[src/rtl/apple_iie_video_pkg.sv]
// rtl/apple_iie_video_pkg.sv - Apple IIe video scan constants and decode helper
package apple_iie_video_pkg;

   // Horizontal counter landmarks (7-bit IOU counter)
   localparam logic [6:0] H_LINE_START = 7'h00;
   localparam logic [6:0] H_FIRST      = 7'h40;
   localparam logic [6:0] H_LAST       = 7'h7F;
   localparam logic [6:0] H_ACTIVE     = 7'h58;
   localparam logic [6:0] HSYNC_BEG    = 7'h49;
   localparam logic [6:0] HSYNC_END    = 7'h4C;

   // Vertical counter landmarks (9-bit IOU counter)
   localparam logic [8:0] V_LAST       = 9'h1FF;
   localparam logic [8:0] V_ACTIVE     = 9'h100;
   localparam logic [8:0] V_ACTIVE_END = 9'h1C0;
   localparam logic [8:0] VSYNC_BEG    = 9'h1E0;
   localparam logic [8:0] VSYNC_END    = 9'h1E3;
   localparam logic [8:0] V_FIRST_NTSC = 9'h0FA;
   localparam logic [8:0] V_FIRST_PAL  = 9'h0C8;

   // Blank/sync levels derived from a counter pair
   typedef struct packed {
      logic hbl;
      logic vbl;
      logic hsync;
      logic vsync;
   } scan_decode_t;

   // Blank and sync decode for a given counter pair
   function automatic scan_decode_t scan_decode(input logic [6:0] h, input logic [8:0] v);
      scan_decode_t d;
      d.hbl   = (h < H_ACTIVE);
      d.vbl   = (v < V_ACTIVE) || (v >= V_ACTIVE_END);
      d.hsync = (h >= HSYNC_BEG) && (h <= HSYNC_END);
      d.vsync = (v >= VSYNC_BEG) && (v <= VSYNC_END);
      return d;
   endfunction

endpackage

[src/rtl/apple_iie_video_scanner_scan_addr.sv]
// rtl/apple_iie_video_scanner_scan_addr.sv - maps scan counters to text and hires offsets
module apple_iie_scan_addr
   import apple_iie_video_pkg::*;
(
   input  logic [6:0]  i_h_count,
   input  logic [8:0]  i_v_count,
   output logic [9:0]  o_text_offset,
   output logic [12:0] o_hires_offset
);

   logic        w_active;
   logic [7:0]  w_y;
   logic [6:0]  w_col;
   logic [4:0]  w_row;
   logic [2:0]  w_rb;
   logic [9:0]  w_text;
   logic [12:0] w_hires;

   // Interleaved Apple II memory map: 8 row groups of 0x80, thirds of 0x28
   always_comb begin
      w_active = (i_h_count >= H_ACTIVE) && (i_v_count >= V_ACTIVE) &&
                 (i_v_count < V_ACTIVE_END);
      // Inside the active region v - 0x100 is just the low byte of v
      w_y      = i_v_count[7:0];
      w_col    = i_h_count - H_ACTIVE;
      w_row    = w_y[7:3];
      w_rb     = w_y[2:0];
      w_text   = {w_row[2:0], 7'd0} + (10'(w_row[4:3]) * 10'd40) + 10'(w_col);
      w_hires  = {w_rb, 10'd0} + {3'd0, w_text};
      o_text_offset  = w_active ? w_text  : 10'd0;
      o_hires_offset = w_active ? w_hires : 13'd0;
   end

endmodule

[src/rtl/apple_iie_video_scanner.sv]
// rtl/apple_iie_video_scanner.sv - IOU horizontal/vertical scan counters and video decodes
module apple_iie_video_scanner
   import apple_iie_video_pkg::*;
#(
   parameter int PAL_MODE = 0
)
(
   input  logic        clk_14M,
   input  logic        reset,
   input  logic        clk_phi_0,
   output logic        phi0_tick,
   output logic [6:0]  h_count,
   output logic [8:0]  v_count,
   output logic        hbl,
   output logic        vbl,
   output logic        hsync,
   output logic        vsync,
   output logic        frame_start,
   output logic [9:0]  text_offset,
   output logic [12:0] hires_offset
);

   localparam logic [8:0] V_FIRST = (PAL_MODE != 0) ? V_FIRST_PAL : V_FIRST_NTSC;

   logic        r_phi0_q;
   logic        r_phi0_tick;
   logic        r_frame_start;
   logic [6:0]  r_h_count;
   logic [8:0]  r_v_count;
   logic        r_hbl;
   logic        r_vbl;
   logic        r_hsync;
   logic        r_vsync;
   logic [9:0]  r_text_offset;
   logic [12:0] r_hires_offset;

   logic         w_fall;
   logic         w_line_end;
   logic         w_frame_wrap;
   logic [6:0]   w_h_next;
   logic [8:0]   w_v_next;
   scan_decode_t w_decode;
   logic [9:0]   w_text_next;
   logic [12:0]  w_hires_next;

   // Next counter state: H skips the undefined 0x01-0x3F range, V wraps to V_FIRST
   always_comb begin
      w_fall       = r_phi0_q & ~clk_phi_0;
      w_line_end   = (r_h_count == H_LAST);
      w_frame_wrap = w_line_end && (r_v_count == V_LAST);
      w_h_next     = r_h_count + 7'd1;
      w_v_next     = r_v_count;
      if (r_h_count == H_LINE_START) begin
         w_h_next = H_FIRST;
      end else if (w_line_end) begin
         w_h_next = H_LINE_START;
      end
      if (w_line_end) begin
         w_v_next = w_frame_wrap ? V_FIRST : (r_v_count + 9'd1);
      end
      w_decode = scan_decode(w_h_next, w_v_next);
   end

   // Offsets are decoded from the next counters so they land with them
   apple_iie_scan_addr u_scan_addr (
      .i_h_count      (w_h_next),
      .i_v_count      (w_v_next),
      .o_text_offset  (w_text_next),
      .o_hires_offset (w_hires_next)
   );

   // Counters and decodes advance together on each sampled phi_0 fall
   always_ff @(posedge clk_14M) begin
      if (reset) begin
         r_phi0_q       <= 1'b0;
         r_phi0_tick    <= 1'b0;
         r_frame_start  <= 1'b0;
         r_h_count      <= H_LINE_START;
         r_v_count      <= V_FIRST;
         r_hbl          <= 1'b1;
         r_vbl          <= 1'b1;
         r_hsync        <= 1'b0;
         r_vsync        <= 1'b0;
         r_text_offset  <= 10'd0;
         r_hires_offset <= 13'd0;
      end else begin
         r_phi0_q      <= clk_phi_0;
         r_phi0_tick   <= w_fall;
         r_frame_start <= w_fall & w_frame_wrap;
         if (w_fall) begin
            r_h_count      <= w_h_next;
            r_v_count      <= w_v_next;
            r_hbl          <= w_decode.hbl;
            r_vbl          <= w_decode.vbl;
            r_hsync        <= w_decode.hsync;
            r_vsync        <= w_decode.vsync;
            r_text_offset  <= w_text_next;
            r_hires_offset <= w_hires_next;
         end
      end
   end

   assign phi0_tick    = r_phi0_tick;
   assign frame_start  = r_frame_start;
   assign h_count      = r_h_count;
   assign v_count      = r_v_count;
   assign hbl          = r_hbl;
   assign vbl          = r_vbl;
   assign hsync        = r_hsync;
   assign vsync        = r_vsync;
   assign text_offset  = r_text_offset;
   assign hires_offset = r_hires_offset;

endmodule

[config.mk]
export PLATFORM = sky130hd
export DESIGN_NAME = apple_iie_video_scanner
export DESIGN_NICKNAME = d
export VERILOG_FILES = /design/src/rtl/apple_iie_video_pkg.sv /design/src/rtl/apple_iie_video_scanner_scan_addr.sv /design/src/rtl/apple_iie_video_scanner.sv
export SDC_FILE = /design/constraint.sdc
export NUM_CORES = 1
export LEC_CHECK = 0
export CAP_MARGIN = 20
export CORE_MARGIN = 3
export CORE_UTILIZATION = 53
export DETAILED_ROUTE_END_ITERATION = 6
export PLACE_DENSITY = 0.88
export SLEW_MARGIN = 20
export SYNTH_ARGS = -nofsm -noshare
export SYNTH_HDL_FRONTEND = slang
export SYNTH_HIERARCHICAL = 1
export SYNTH_SLANG_ARGS = --single-unit
[constraint.sdc]
create_clock -name clk_14M -period 3.9 [get_ports clk_14M]
set_input_delay 0.78 -clock clk_14M [delete_from_list [all_inputs] [get_ports clk_14M]]
set_output_delay 0.78 -clock clk_14M [all_outputs]
set_load 0.1 [all_outputs]
# Word-level counts from Yosys, hierarchy flattened
# Index checks and enable logic that the tools add are counted.
[op_classes]
n_addsub = 6
mul = 1
n_div = 0
order_cmp = 10
eq_ne = 2
shifts = 0
mux = 6
n_bitwise = 3
reduce_logical = 7
[op_table]
columns = ["op", "n"]
rows = [
  [">= comparator 9 bit, second input constant", 3],
  ["< comparator 9 bit, second input constant", 2],
  ["2-to-1 mux 9 bit", 2],
  [">= comparator 7 bit, second input constant", 2],
  ["2-to-1 mux 7 bit", 2],
  ["adder 13 x 10 -> 13 bit", 1],
  ["2-to-1 mux 13 bit", 1],
  ["adder 10 x 7 -> 10 bit", 1],
  ["adder 10 x 8 -> 10 bit", 1],
  ["2-to-1 mux 10 bit", 1],
  ["adder 9 x 1 -> 9 bit, second input constant", 1],
  ["equality test 9 bit, second input constant", 1],
  ["less-or-equal comparator 9 bit, second input constant", 1],
  ["adder 7 x 1 -> 7 bit, second input constant", 1],
  ["equality test 7 bit, second input constant", 1],
  ["less-or-equal comparator 7 bit, second input constant", 1],
  ["logical NOT 7 bit", 1],
  ["< comparator 7 bit, second input constant", 1],
  ["subtractor 7 bit, second input constant", 1],
  ["logical AND 1 bit", 5],
  ["multiplier 2 x 3 -> 5 bit, second input constant", 1],
  ["AND 1 bit", 2],
  ["logical OR 1 bit", 1],
  ["inverter 1 bit", 1],
]
[totals]
ff_bits = 46
latch_bits = 0
mem_bits_rw = 0
romBits = 0
inputBits = 3
word_cells = 46
mem_count = 0

# Depth between registers and ports, before layout
# Gate-level depths: netlist (run 1).
[depth]
depth_word = 9
mapped_depth = 17
depth_no_buf = 15

# By module
# Netlist (run 1), hierarchy kept.
[by_module_without_submodules]
columns = ["module", "instances", "cells_each", "area_each_um2", "seq_area_each_um2"]
rows = [
  ["apple_iie_video_scanner", 1, 282, 2233.4, 920.9],
  ["apple_iie_scan_addr", 1, 59, 422.9, 0.0],
]

# Worst setup path before layout (run 1)
# No wires, ideal clock.
[synth_timing]
kind = "flip-flop to flip-flop"
start = "register r_v_count[0] (netlist: v_count[0])"
end = "register r_text_offset[9] (netlist: text_offset[9])"
setup_time_ns = 0.132
arrival_ns = 3.844
required_time_ns = 3.768
path_slack_ns = -0.076
path_stages_with_launch = 18
path_buffers = 2
cell_sequence = "dfxtp_1 -> ha_1 -> nand3_1 -> nor3_1 -> ha_1 -> clkbuf_1 -> nand4b_1 -> nor2_1 -> a221oi_4 -> ha_1 -> fa_1 -> a21oi_1 -> o21ai_0 -> xnor2_1 -> nor2_1 -> buf_4 -> nand2_1 -> a21oi_1"
[synth_between]
elab_chain_cells = 8
word_cells_on_any_way = 13
[synth_lines]
columns = ["element", "line_no", "rtl"]
rows = [
  ["start, declared", "apple_iie_video_scanner.sv:29", "logic [8:0] r_v_count;"],
  ["start signal, assigned", "apple_iie_video_scanner.sv:92", "r_v_count <= w_v_next;"],
  ["parallel branches: the longest is 2 deep, another holds adder 9 x 1 -> 9 bit", "n/a", ""],
  ["2-to-1 mux 9 bit *", "apple_iie_video_scanner.sv:59", "w_v_next = w_frame_wrap ? V_FIRST : (r_v_count + 9'd1);"],
  ["2-to-1 mux 9 bit *", "apple_iie_video_scanner.sv:58", "if (w_line_end) begin"],
  ["named net w_v_next[6]", "apple_iie_video_scanner.sv:41", "logic [8:0] w_v_next;"],
  ["multiplier 2 x 3 -> 5 bit / >= comparator 9 bit (equally long branches)", "apple_iie_video_scanner_scan_addr.sv:28, apple_iie_video_scanner_scan_addr.sv:21", ""],
  ["adder 10 x 8 -> 10 bit / logical AND 1 bit (equally long branches)", "apple_iie_video_scanner_scan_addr.sv:28, apple_iie_video_scanner_scan_addr.sv:21", ""],
  ["adder 10 x 7 -> 10 bit / logical AND 1 bit (equally long branches)", "apple_iie_video_scanner_scan_addr.sv:28, apple_iie_video_scanner_scan_addr.sv:21", ""],
  ["2-to-1 mux 10 bit *", "apple_iie_video_scanner_scan_addr.sv:30", "o_text_offset = w_active ? w_text : 10'd0;"],
  ["named net w_text_next[9]", "apple_iie_video_scanner.sv:43", "logic [9:0] w_text_next;"],
  ["end signal, assigned", "apple_iie_video_scanner.sv:97", "r_text_offset <= w_text_next;"],
  ["end, declared", "apple_iie_video_scanner.sv:34", "logic [9:0] r_text_offset;"],
]
# Mark *: on every way through the listed nets, which the timed path passes.
# A chain may end at the register's enable or synchronous reset.

# Worst setup path in the final report (run 1)
[layout_timing]
start = "register r_v_count[0] (netlist: v_count[0])"
end = "register r_text_offset[9] (netlist: text_offset[9])"
[layout_between]
elab_chain_cells = 8
word_cells_on_any_way = 13
[layout_lines]
columns = ["element", "line_no"]
rows = [
  ["parallel branches: the longest is 2 deep, another holds adder 9 x 1 -> 9 bit", "n/a"],
  ["2-to-1 mux 9 bit *", "apple_iie_video_scanner.sv:59"],
  ["2-to-1 mux 9 bit *", "apple_iie_video_scanner.sv:58"],
  ["named net w_v_next[7]", "apple_iie_video_scanner.sv:41"],
  ["multiplier 2 x 3 -> 5 bit / >= comparator 9 bit (equally long branches)", "apple_iie_video_scanner_scan_addr.sv:28, apple_iie_video_scanner_scan_addr.sv:21"],
  ["adder 10 x 8 -> 10 bit / logical AND 1 bit (equally long branches)", "apple_iie_video_scanner_scan_addr.sv:28, apple_iie_video_scanner_scan_addr.sv:21"],
  ["adder 10 x 7 -> 10 bit / logical AND 1 bit (equally long branches)", "apple_iie_video_scanner_scan_addr.sv:28, apple_iie_video_scanner_scan_addr.sv:21"],
  ["2-to-1 mux 10 bit *", "apple_iie_video_scanner_scan_addr.sv:30"],
]
# Marked as above.

==> metrics.md, run 1 <==
| Metric | Value |
|---|---|
| Status | `finished clean` |
| Max VDD drop | `0.1521 mV` |
| Final setup TNS | `0 ns` |
| DRT antenna net count | `0` |
| Leading cell type in the layout, fill and taps excluded | `nand2_1` |
| Antenna Diode Count | `0` |
| Standard cell core area | `0.004786 sq mm` |
| Parity-gate share of the synthesized area counting xor and xnor cells | `3.957%` |
| Slowest cell on the critical path | `fa_1` |
| First-pass GRT wire length | `10.83 mm` |
| CTS max path bufs | `2` |
| Area of combinational cells with multiple inputs | `0.001491 sq mm` |
| Number of buffers and inverters on the critical path | `0` |
| Total via count after detailed routing | `2395` |
| Critical Path Source Type | `flop` |
| Worst slew pin tran | `1.021 ns` |
| H-Tree Depth | `2` |
| Cell chain of the critical path | `ha_1 > nand3_1 > nor3_1 > ha_1 > nand4b_1 > nor2_2 > nand2_1 > and2_1 > fa_1 > a21oi_1 > o21ai_0 > xnor2_1 > nor2_1 > nand2_1 > a21oi_1` |
| Class of the worst hold path | `reg2reg` |
| Compound-gate portion of the synthesized area | `19.36%` |
| Synth Warn # | `6` |
| Worst Path Required | `4.13 ns` |
| Dominant combinational cell family by area after synthesis | `simple AND/OR/NAND/NOR gates` |
| Unrepaired setup endpoints after global routing | `false` |
| Hold bufs inserted after CTS | `0` |
| Ratio of cells with drive above 1 in the final layout | `9.189%` |
| Final-report max-slew violation count | `0` |
| Layout Nets | `382` |
| Final number of setup-violating endpoints | `0` |
| Wire length per cell | `14.49 um` |
| Synth Area in Adders | `4.993%` |
| Uppermost layer routed | `met4` |
| Most used DFF post-synth | `dfxtp_1` |
| Leakage power summed over all cells | `0.001140 uW` |
| Sequential cell area fraction in the yosys report | `34.67%` |
| Proportion of synthesized flip-flops having asynchronous set or reset | `0%` |
| Sequential Area | `923.4 sq um` |
| Cell family contributing the most delay on the critical path | `simple AND/OR/NAND/NOR gates` |
| Maximum number of pins on one net before global-route repair | `41` |
| Post-route clock period utilization | `89.53%` |
| Horizontal die dimension | `76.80 um` |
| Number of endpoints with negative hold slack in the final report | `0` |
| Effective utilization at floorplan | `55.50%` |
| Count of different cell masters after synthesis | `55` |
| CTS tree | `yes` |
| Most used cells in the layout excluding fill and tap cells | `66 x nand2_1, 47 x clkdlybuf4s50_1, 44 x dfxtp_1` |
| Synth Area in Simple Gates | `27.23%` |
| Maximum cell stage delay along the critical path | `0.48 ns` |
| Top-level I/O count | `48` |
| Wl on met1 | `2.826 mm` |
| Synthesis-to-layout area growth | `18.28%` |
| Global-route usage over all layers | `22.27%` |
| Highest Clock Rate | `286.4 MHz` |
| PwrDens | `288.2 mW/mm^2` |
| DRC violations left | `0` |
| Insertion delay of the later-clocked pin in the worst-skew pair | `0.30 ns` |
| Endpoint type of the worst setup path | `flop` |
| IO Port Bufs | `47` |
| Clock-pin slew on the worst setup and hold paths | `0.09 ns` |
| Worst slew margin relative to its limit | `31.72%` |
| Filler Cells Inserted | `408` |
| Crit path kind | `reg2reg` |
| Vertical die dimension | `76.80 um` |
| Synth Area per Inst | `7.790 sq um` |
| Total nets after synthesis | `354` |
| Overflow left after global routing | `0` |
| Initial antenna violation count | `0` |
| Routed met2 length | `3.155 mm` |
| Largest fanout on the critical path | `10` |
| Detailed Place HPWL | `4.591 mm` |
| Cells after synthesis | `341` |
| Core Rows | `25` |
| Root buffer cell | `clkbuf_8` |
| Total CTS buffers | `5` |
| Vias in the first global route | `2325` |
| Flip-flop and latch count after synthesis | `46` |
| Arrival time at the worst endpoint | `3.72 ns` |
| Hold Worst Slack | `0.4602 ns` |
| Global placer's final weighted congestion | `0.8999` |
| Drt via density | `5.481` |
| Sink Count | `46` |
| Minimum period implied by the final worst setup slack | `3.492 ns` |
| Number of enable-type register cells in the synthesized netlist | `0` |
| Clock skew | `0.005896 ns` |
| Initial DRC Count | `154` |
| Detailed-routing iteration count for the pre-antenna-repair pass | `4` |
| Met3 routed WL | `298 um` |
| Routed Wire Length | `6.334 mm` |
| Max-cap violations | `0` |
| Area enclosed by the die boundary | `0.005897 sq mm` |
| Post-Syn Area | `0.002656 sq mm` |
| Proportion of synthesized area in mux cells | `0.4239%` |
[where the power goes]
| group | switching, uW | leakage [uW] | internal, uW | total [uW] |
|---|---|---|---|---|
| Combinational | 89.7 | 0.000722 | 41.5 | 131 |
| Sequential | 8.62 | 0.000372 | 475 | 484 |
| Clock | 164 | 0.0000452 | 127 | 291 |
[repair_timing]
| action | CTS | global route |
|---|---|---|
| gates resized for setup | 0 | 1 |
| setup buffers | 0 | 0 |
| setup endpoints to repair | 0 | 2 |
[layer usage]
metal,track usage (%),up-vias
met5,0,-
met4,7.065,0
met3,4.343,6
met2,38.07,69
met1,28.10,1112
li1,-,1208
[Yosys cell counts, types with 3 or more instances]
cell | count | area (sq um)
nand2_1 | 66 | 247.7
dfxtp_1 | 46 | 920.9
a21oi_1 | 38 | 190.2
nor2_1 | 26 | 97.59
clkbuf_1 | 13 | 48.80
inv_1 | 13 | 48.80
nand3_1 | 13 | 65.06
o21ai_0 | 13 | 65.06
buf_4 | 10 | 75.07
xnor2_1 | 10 | 87.58
ha_1 | 9 | 112.6
and2_1 | 7 | 43.79
and2_2 | 6 | 45.04
nor3_1 | 6 | 30.03
buf_6 | 4 | 45.04
o211ai_1 | 4 | 30.03
a211o_1 | 3 | 26.28
nand2b_1 | 3 | 18.77
nor3b_1 | 3 | 22.52
o21bai_1 | 3 | 22.52
[cells by family after synthesis]
family,count (synthesis)
buffers and inverters,44
flip-flops,46
XOR/XNOR,12
multiplexers,1
AO/OA/AOI/OAI,79
AND/OR/NAND/NOR,149
adder cells (fa/ha/maj),10
[stage by stage]
| step | instance area, sq um | setup WS, ns | total power, uW | util [%] | instances |
|---|---|---|---|---|---|
| after floorplan | 2659 | 0.006995 | 595.8 | - | 341 |
| after global placement | 3053 | 0.5231 | 622.6 | 63.79 | 429 |
| after detailed placement | 3053 | 0.3562 | 625.0 | 63.79 | 429 |
| after CTS | 3139 | 0.3203 | 912.4 | 65.59 | 437 |
| after global routing | 3142 | 0.06741 | 940.1 | 65.65 | 437 |
| final | 3142 | 0.4084 | 905.3 | 65.65 | 437 |
[path summary, 6_finish.rpt]
path	cells past startpoint	end	start	slack [ns]
max reg2reg	15	text_offset[9]$_SDFFE_PP0P_	v_count[0]$_SDFFE_PP0P_	0.41
max	15	text_offset[9]$_SDFFE_PP0P_	v_count[0]$_SDFFE_PP0P_	0.41
min	2	hires_offset[6]$_SDFFE_PP0P_	hires_offset[6]$_SDFFE_PP0P_	0.46
min reg2reg	2	hires_offset[6]$_SDFFE_PP0P_	hires_offset[6]$_SDFFE_PP0P_	0.46
[layout make-up]
type,count,share of cell area (%)
Multi-Input combinational cell,251,47.47
Sequential cell,46,29.39
Timing Repair Buffer,52,16.17
Tap cell,67,2.668
Clock buffer,6,2.310
Inverter,13,1.553
Clock inverter,2,0.4381
[state kept, by name, summed over array words and instances (netlist names)]
name	count
hires_offset	13
text_offset	10
v_count	9
h_count	7
frame_start	1
hbl	1
hsync	1
phi0_tick	1
r_phi0_q	1
vbl	1
vsync	1
[worst min-delay path: cells and delay by family, from the launching register on]
family / cells / cell delay [ns]
flip-flops: 1 / 0.32
AO/OA/AOI/OAI: 1 / 0.05
AND/OR/NAND/NOR: 1 / 0.05
Note: power is estimated with default switching activity, not from simulation.
==> run 2: changes to the inputs <==
--- a/config.mk
+++ b/config.mk
@@ -6,10 +6,11 @@
 export NUM_CORES = 1
 export LEC_CHECK = 0
 export CAP_MARGIN = 20
+export CORE_ASPECT_RATIO = 1.4
 export CORE_MARGIN = 3
-export CORE_UTILIZATION = 53
+export CORE_UTILIZATION = 55
 export DETAILED_ROUTE_END_ITERATION = 6
-export PLACE_DENSITY = 0.88
+export PLACE_DENSITY = 0.9
 export SLEW_MARGIN = 20
 export SYNTH_ARGS = -nofsm -noshare
 export SYNTH_HDL_FRONTEND = slang
==> constraint.sdc (replaced) <==
create_clock -name clk_14M -period 4.2 [get_ports clk_14M]
set_input_delay 0.84 -clock clk_14M [delete_from_list [all_inputs] [get_ports clk_14M]]
set_output_delay 0.84 -clock clk_14M [all_outputs]
set_load 0.1 [all_outputs]
==> run 2 against run 1 <==
Net effect:
- register-to-register slack improved by 0.14 ns
- global-route usage up 1.4 points
- critical path type unchanged
- clock power rose by 13%
- largest power group unchanged
- routed wire length decreased by 0.77%
- maximum frequency fell by 4.5%
- setup slack improved by 0.14 ns
- utilization increased by 2.6 points
- combinational power down 8%
==> metrics.md, run 2 (same netlist as run 1, synthesis figures left out) <==
| Metric | Value |
|---|---|
| Arrival time at the worst endpoint | `3.90 ns` |
| Initial DRC Count | `194` |
| Worst reg2reg path endpoint | `hires_offset[9]$_SDFFE_PP0P_` |
| DRT antenna net count | `0` |
| Ratio of cells with drive above 1 in the final layout | `8.130%` |
| Critical Path Source Type | `flop` |
| Vertical die dimension | `88.23 um` |
| Horizontal die dimension | `64.74 um` |
| Root buffer cell | `clkbuf_8` |
| Flip-flop count of the largest register after layout | `13` |
| Max-cap violations | `0` |
| Maximum number of pins on one net before global-route repair | `41` |
| Vias in the first global route | `2341` |
| Insertion delay of the later-clocked pin in the worst-skew pair | `0.31 ns` |
| Global placer's final weighted congestion | `0.9022` |
| Post-route clock period utilization | `87.03%` |
| PwrDens | `285.6 mW/mm^2` |
| Class of the worst hold path | `reg2reg` |
| Initial antenna violation count | `0` |
| Clock-pin slew on the worst setup and hold paths | `0.09 ns` |
| Minimum setup slack among reg-to-reg paths | `0.54 ns` |
| Number of resized instances in the post-cts repair step | `0` |
| Cell chain of the critical path | `ha_1 > nand3_1 > nor3_1 > ha_1 > nand4b_1 > nor2_1 > nand2_1 > and2_1 > fa_1 > a21oi_1 > o21ai_0 > xnor2_1 > nor2_1 > nand2_1 > a21oi_1` |
| Drt via density | `5.643` |
| Core Rows | `29` |
| Launch instance of the worst min-delay path | `hires_offset[1]$_SDFFE_PP0P_` |
| Detailed-routing iteration count for the pre-antenna-repair pass | `5` |
| Reg2Reg Launch Point | `v_count[0]$_SDFFE_PP0P_` |
| Final-report max-slew violation count | `0` |
| Hold Path Stages | `2` |
| Final critical-path setup slack | `0.5446 ns` |
| Wire length per cell | `14.58 um` |
| Layout Nets | `381` |
| Pre-CTS setup slack | `0.6430 ns` |
| Cell family contributing the most delay on the critical path | `simple AND/OR/NAND/NOR gates` |
| Worst slew margin relative to its limit | `33.01%` |
| R2r worst-path depth | `15` |
| Worst slew pin tran | `1.002 ns` |
| Leakage power summed over all cells | `0.001142 uW` |
| DRC violations left | `0` |
| Standard cell core area | `0.004608 sq mm` |
| Detailed Place HPWL | `4.685 mm` |
| Unrepaired setup endpoints after global routing | `false` |
| Clock skew | `0.007481 ns` |
| Sink Count | `46` |
| Number of endpoints with negative hold slack in the final report | `0` |
| CTS tree | `yes` |
| Final number of setup-violating endpoints | `0` |
| Terminating pin of the worst hold path | `hires_offset[1]$_SDFFE_PP0P_` |
| First-pass GRT wire length | `10.69 mm` |
| Leading cell type in the layout, fill and taps excluded | `nand2_1` |
| Worst Path Required | `4.44 ns` |
| Status | `finished clean` |
| Total CTS buffers | `5` |
| Number of buffers and inverters on the critical path | `0` |
| Overflow left after global routing | `0` |
| IO Port Bufs | `47` |
| Area enclosed by the die boundary | `0.005712 sq mm` |
| Most used cells in the layout excluding fill and tap cells | `66 x nand2_1, 47 x clkdlybuf4s50_1, 46 x dfxtp_1` |
| H-Tree Depth | `2` |
| Top-level I/O count | `48` |
| Highest Clock Rate | `273.6 MHz` |
| Maximum cell stage delay along the critical path | `0.48 ns` |
| Total via count after detailed routing | `2432` |
| Max VDD drop | `0.1420 mV` |
| Final setup TNS | `0 ns` |
| Hold bufs inserted after CTS | `0` |
| Endpoint type of the worst setup path | `flop` |
| Effective utilization at floorplan | `57.64%` |
| Slowest cell on the critical path | `fa_1` |
| Largest fanout on the critical path | `10` |
| Synthesis-to-layout area growth | `18.46%` |
| Global-route usage over all layers | `23.68%` |
| Post CTS Setup Buffer Count | `0` |
| Minimum period implied by the final worst setup slack | `3.655 ns` |
| Crit path kind | `reg2reg` |
| Routed Wire Length | `6.285 mm` |
| Antenna Diode Count | `0` |
| CTS max path bufs | `2` |
[run 2: cell types whose count changed in the layout (fill, tap and decap cells not counted)]
cell	change
dfxtp_1	+2
clkinvlp_4	+1
nor2_1	+1
bufinv_16	+1
clkinv_2	-1
nor2_2	-1
dfxtp_2	-2
clkinv_4	-1
buf_4	-1
[run 2: power breakdown]
group          total, uW  internal [uW]  switching, uW
Combinational        121           38.6           82.6
Clock                329            178            151
Sequential           449            441           7.77
Total                899            657            242
[run 2: stage by stage]
step                      util (%)  power, uW  cells  instance area [sq um]  hold WS (ns)
after floorplan                  -      553.2    341                   2656        0.6359
after global placement       65.90      577.3    423                   3037        0.4419
after detailed placement     65.90      578.4    423                   3037        0.4464
after CTS                    68.29      905.5    431                   3147        0.4587
after global routing         68.29      932.2    431                   3147        0.4722
final                        68.29      898.7    431                   3147        0.4570
[run 2: how the worst max path moves through the flow]
stage	from	end	slack (ns)	depth (start not counted)
2_1_floorplan	v_count[0]$_SDFFE_PP0P_	text_offset[9]$_SDFFE_PP0P_	0.22	17
3_3_place_gp	v_count[0]$_SDFFE_PP0P_	hires_offset[9]$_SDFFE_PP0P_	0.79	15
3_5_place_dp	v_count[0]$_SDFFE_PP0P_	hires_offset[9]$_SDFFE_PP0P_	0.64	15
4_1_cts	v_count[0]$_SDFFE_PP0P_	hires_offset[9]$_SDFFE_PP0P_	0.62	15
5_1_grt	v_count[0]$_SDFFE_PP0P_	text_offset[9]$_SDFFE_PP0P_	0.30	15
6_report	v_count[0]$_SDFFE_PP0P_	hires_offset[9]$_SDFFE_PP0P_	0.54	15
[run 2: tightest hold or removal path, stage by stage (launching register included)]
cell     delay (ns)
dfxtp_1        0.31
nand2_1        0.05
a21oi_1        0.05
[run 2: layout make-up]
cell class	count	area [sq um]
clock inverter	2	37.54
multi-input combinational	251	1489
fill	398	1461
tap	62	77.57
inverter	13	48.80
timing repair buffer	51	500.5
sequential	46	920.9
clock buffer	6	72.57
[run 2: layer usage]
metal	share of wire, %	vias to the layer above	global-route usage (%)
met5	0	-	0
met4	2.2	0	10.77
met3	4.7	13	3.558
met2	53	78	43.30
met1	40	1137	26.96
li1	-	1204	-
==> run 3: changes to the inputs <==
--- a/config.mk
+++ b/config.mk
@@ -10,6 +10,7 @@
 export CORE_MARGIN = 3
 export CORE_UTILIZATION = 55
 export DETAILED_ROUTE_END_ITERATION = 6
+export GPL_TIMING_DRIVEN = 0
 export PLACE_DENSITY = 0.9
 export SLEW_MARGIN = 20
 export SYNTH_ARGS = -nofsm -noshare
==> run 3 against run 2 <==
Net effect:
- first-iteration DRC count shrank 13%
- utilization increased by 3.0 points
- maximum frequency decreased by 5.8%
- combinational power is 6% higher
- worst hold slack improved by 0.0029 ns
- clock skew is 0.0053 ns higher
- critical endpoint is now text_offset[9]$_SDFFE_PP0P_
==> metrics.md, run 3 (same netlist as run 1, synthesis figures left out) <==
| Metric | Value |
|---|---|
| Hold Worst Slack | `0.4599 ns` |
| Hold bufs inserted after CTS | `0` |
| Top-level I/O count | `48` |
| Power share of the combinational group | `15.4%` |
| Horizontal die dimension | `64.74 um` |
| Detailed-routing iteration count for the pre-antenna-repair pass | `5` |
| Vias in the first global route | `2605` |
| Final-report max-slew violation count | `0` |
| Max VDD drop | `0.1874 mV` |
| Final number of setup-violating endpoints | `0` |
| Critical Path Source Type | `flop` |
| Wire length per cell | `15.16 um` |
| Total via count after detailed routing | `2615` |
| First-pass GRT wire length | `11.58 mm` |
| Clock skew | `0.01281 ns` |
| H-Tree Depth | `2` |
| Number of endpoints with negative hold slack in the final report | `0` |
| Overflow left after global routing | `0` |
| Maximum number of pins on one net before global-route repair | `14` |
| Initial antenna violation count | `0` |
| Total CTS buffers | `5` |
| IO Port Bufs | `47` |
| Switching fraction of total power | `28.86%` |
| Final setup TNS | `0 ns` |
| Arrival time at the worst endpoint | `4.12 ns` |
| Worst slew pin tran | `0.9808 ns` |
| Clock-pin slew on the worst setup and hold paths | `0.09 ns` |
| Post CTS Setup Buffer Count | `0` |
| Most used cells in the layout excluding fill and tap cells | `66 x nand2_1, 47 x clkdlybuf4s50_1, 46 x dfxtp_1` |
| Fin cells | `457` |
| Class of the worst hold path | `reg2reg` |
| Leading cell type in the layout, fill and taps excluded | `nand2_1` |
| Crit path kind | `reg2reg` |
| Antenna Diode Count | `0` |
| Area enclosed by the die boundary | `0.005712 sq mm` |
| Sink Count | `46` |
| Largest fanout on the critical path | `10` |
| Effective utilization at floorplan | `57.64%` |
| Final Instance Area | `0.003286 sq mm` |
| Highest Clock Rate | `257.6 MHz` |
| Dpl cells | `450` |
| Initial DRC Count | `169` |
| Worst Path Required | `4.44 ns` |
| Layout Nets | `408` |
| Global placer's final weighted congestion | `0.9733` |
| Core Rows | `29` |
| CTS max path bufs | `2` |
| CTS tree | `yes` |
| Endpoint type of the worst setup path | `flop` |
| Final core area utilization | `71.30%` |
| Routed Wire Length | `6.926 mm` |
| Detailed Place HPWL | `5.267 mm` |
| Unrepaired setup endpoints after global routing | `false` |
| Internal portion of total power | `592.4 uW` |
| DRT antenna net count | `0` |
| Root buffer cell | `clkbuf_8` |
| Leakage power summed over all cells | `0.001221 uW` |
| Drt via density | `5.722` |
| Proportion of power drawn by flip-flops and latches | `53.7%` |
| Flip-flop count of the largest register after layout | `13` |
| DRC violations left | `0` |
| Max-cap violations | `0` |
| Share of total power in the clock network | `31.0%` |
| Minimum period implied by the final worst setup slack | `3.882 ns` |
| Status | `finished clean` |
| Placement-stage cell area | `0.003204 sq mm` |
| Standard cell core area | `0.004608 sq mm` |
| Vertical die dimension | `88.23 um` |
| Synthesis-to-layout area growth | `23.69%` |
| Worst slew margin relative to its limit | `34.41%` |
| Global-route usage over all layers | `25.59%` |
| Insertion delay of the later-clocked pin in the worst-skew pair | `0.30 ns` |
| PwrDens | `253.4 mW/mm^2` |
| Ratio of cells with drive above 1 in the final layout | `10.63%` |
| Switching power of the nets | `240.3 uW` |
| Post-route clock period utilization | `92.44%` |
==> run 3: cell count changes in the layout (fill, tap and decap cells not counted), moves of 2 or more <==
cell,delta
clkinv_2,+2
clkbuf_1,+12
buf_6,+4
buf_4,+6
buf_1,+2
==> run 3: final cells by class <==
cell class | instances | area (sq um)
buffer | 31 | 200.2
clock buffer | 5 | 68.82
clock inverter | 2 | 10.01
fill | 374 | 1323
inverter | 13 | 48.80
multi-input combinational | 251 | 1489
sequential | 46 | 920.9
tap | 62 | 77.57
timing repair buffer | 47 | 470.5
==> run 3: final timing paths <==
| kind | startpoint | endpoint | slack, ns | cells after the start |
|---|---|---|---|---|
| min reg2reg | text_offset[3]$_SDFFE_PP0P_ | text_offset[3]$_SDFFE_PP0P_ | 0.46 | 2 |
| max | v_count[0]$_SDFFE_PP0P_ | text_offset[9]$_SDFFE_PP0P_ | 0.32 | 17 |
| max reg2reg | v_count[0]$_SDFFE_PP0P_ | text_offset[9]$_SDFFE_PP0P_ | 0.32 | 17 |
| min | text_offset[3]$_SDFFE_PP0P_ | text_offset[3]$_SDFFE_PP0P_ | 0.46 | 2 |
==> run 3: metal layers <==
layer	vias to the layer above	part of all wire [%]	track usage, %
met5	-	0	0
met4	0	4.9	16.35
met3	36	5.6	4.701
met2	113	51	45.44
met1	1206	38	27.82
li1	1260	-	-
==> run 3: power groups by stage <==
stage                     Clock [uW]  Sequential, uW  Combinational, uW
final                            258             447                128
after global routing             282             448                136
after CTS                        262             447                127
after detailed placement           0             457                126
after global placement             0             457                123
after floorplan                    0             490               63.4
==> run 3: timing repair <==
action	4_1_cts	5_1_grt
gates resized for setup	0	1
hold endpoints to repair	0	0
setup endpoints to repair	0	2
==> run 3: per-stage QoR <==
stage	total power [uW]	setup WS, ns
finish	832.7	0.3176
floorplan	553.2	0.2238
CTS	835.5	0.2643
detailed placement	583.0	0.3249
global placement	580.2	0.3499
global route	865.3	0.07030
==> run 3: critical path, stage by stage, from the launching register on <==
cell and delay [ns]:
dfxtp_1 0.47, ha_1 0.28, nand3_1 0.18, nor3_1 0.26
ha_1 0.18, clkbuf_1 0.32, nand4b_1 0.24, nor2_2 0.11
a221oi_4 0.40, ha_1 0.27, fa_1 0.22, a21oi_1 0.10
o21ai_0 0.21, xnor2_1 0.08, nor2_1 0.18, buf_4 0.14
nand2_1 0.04, a21oi_1 0.15
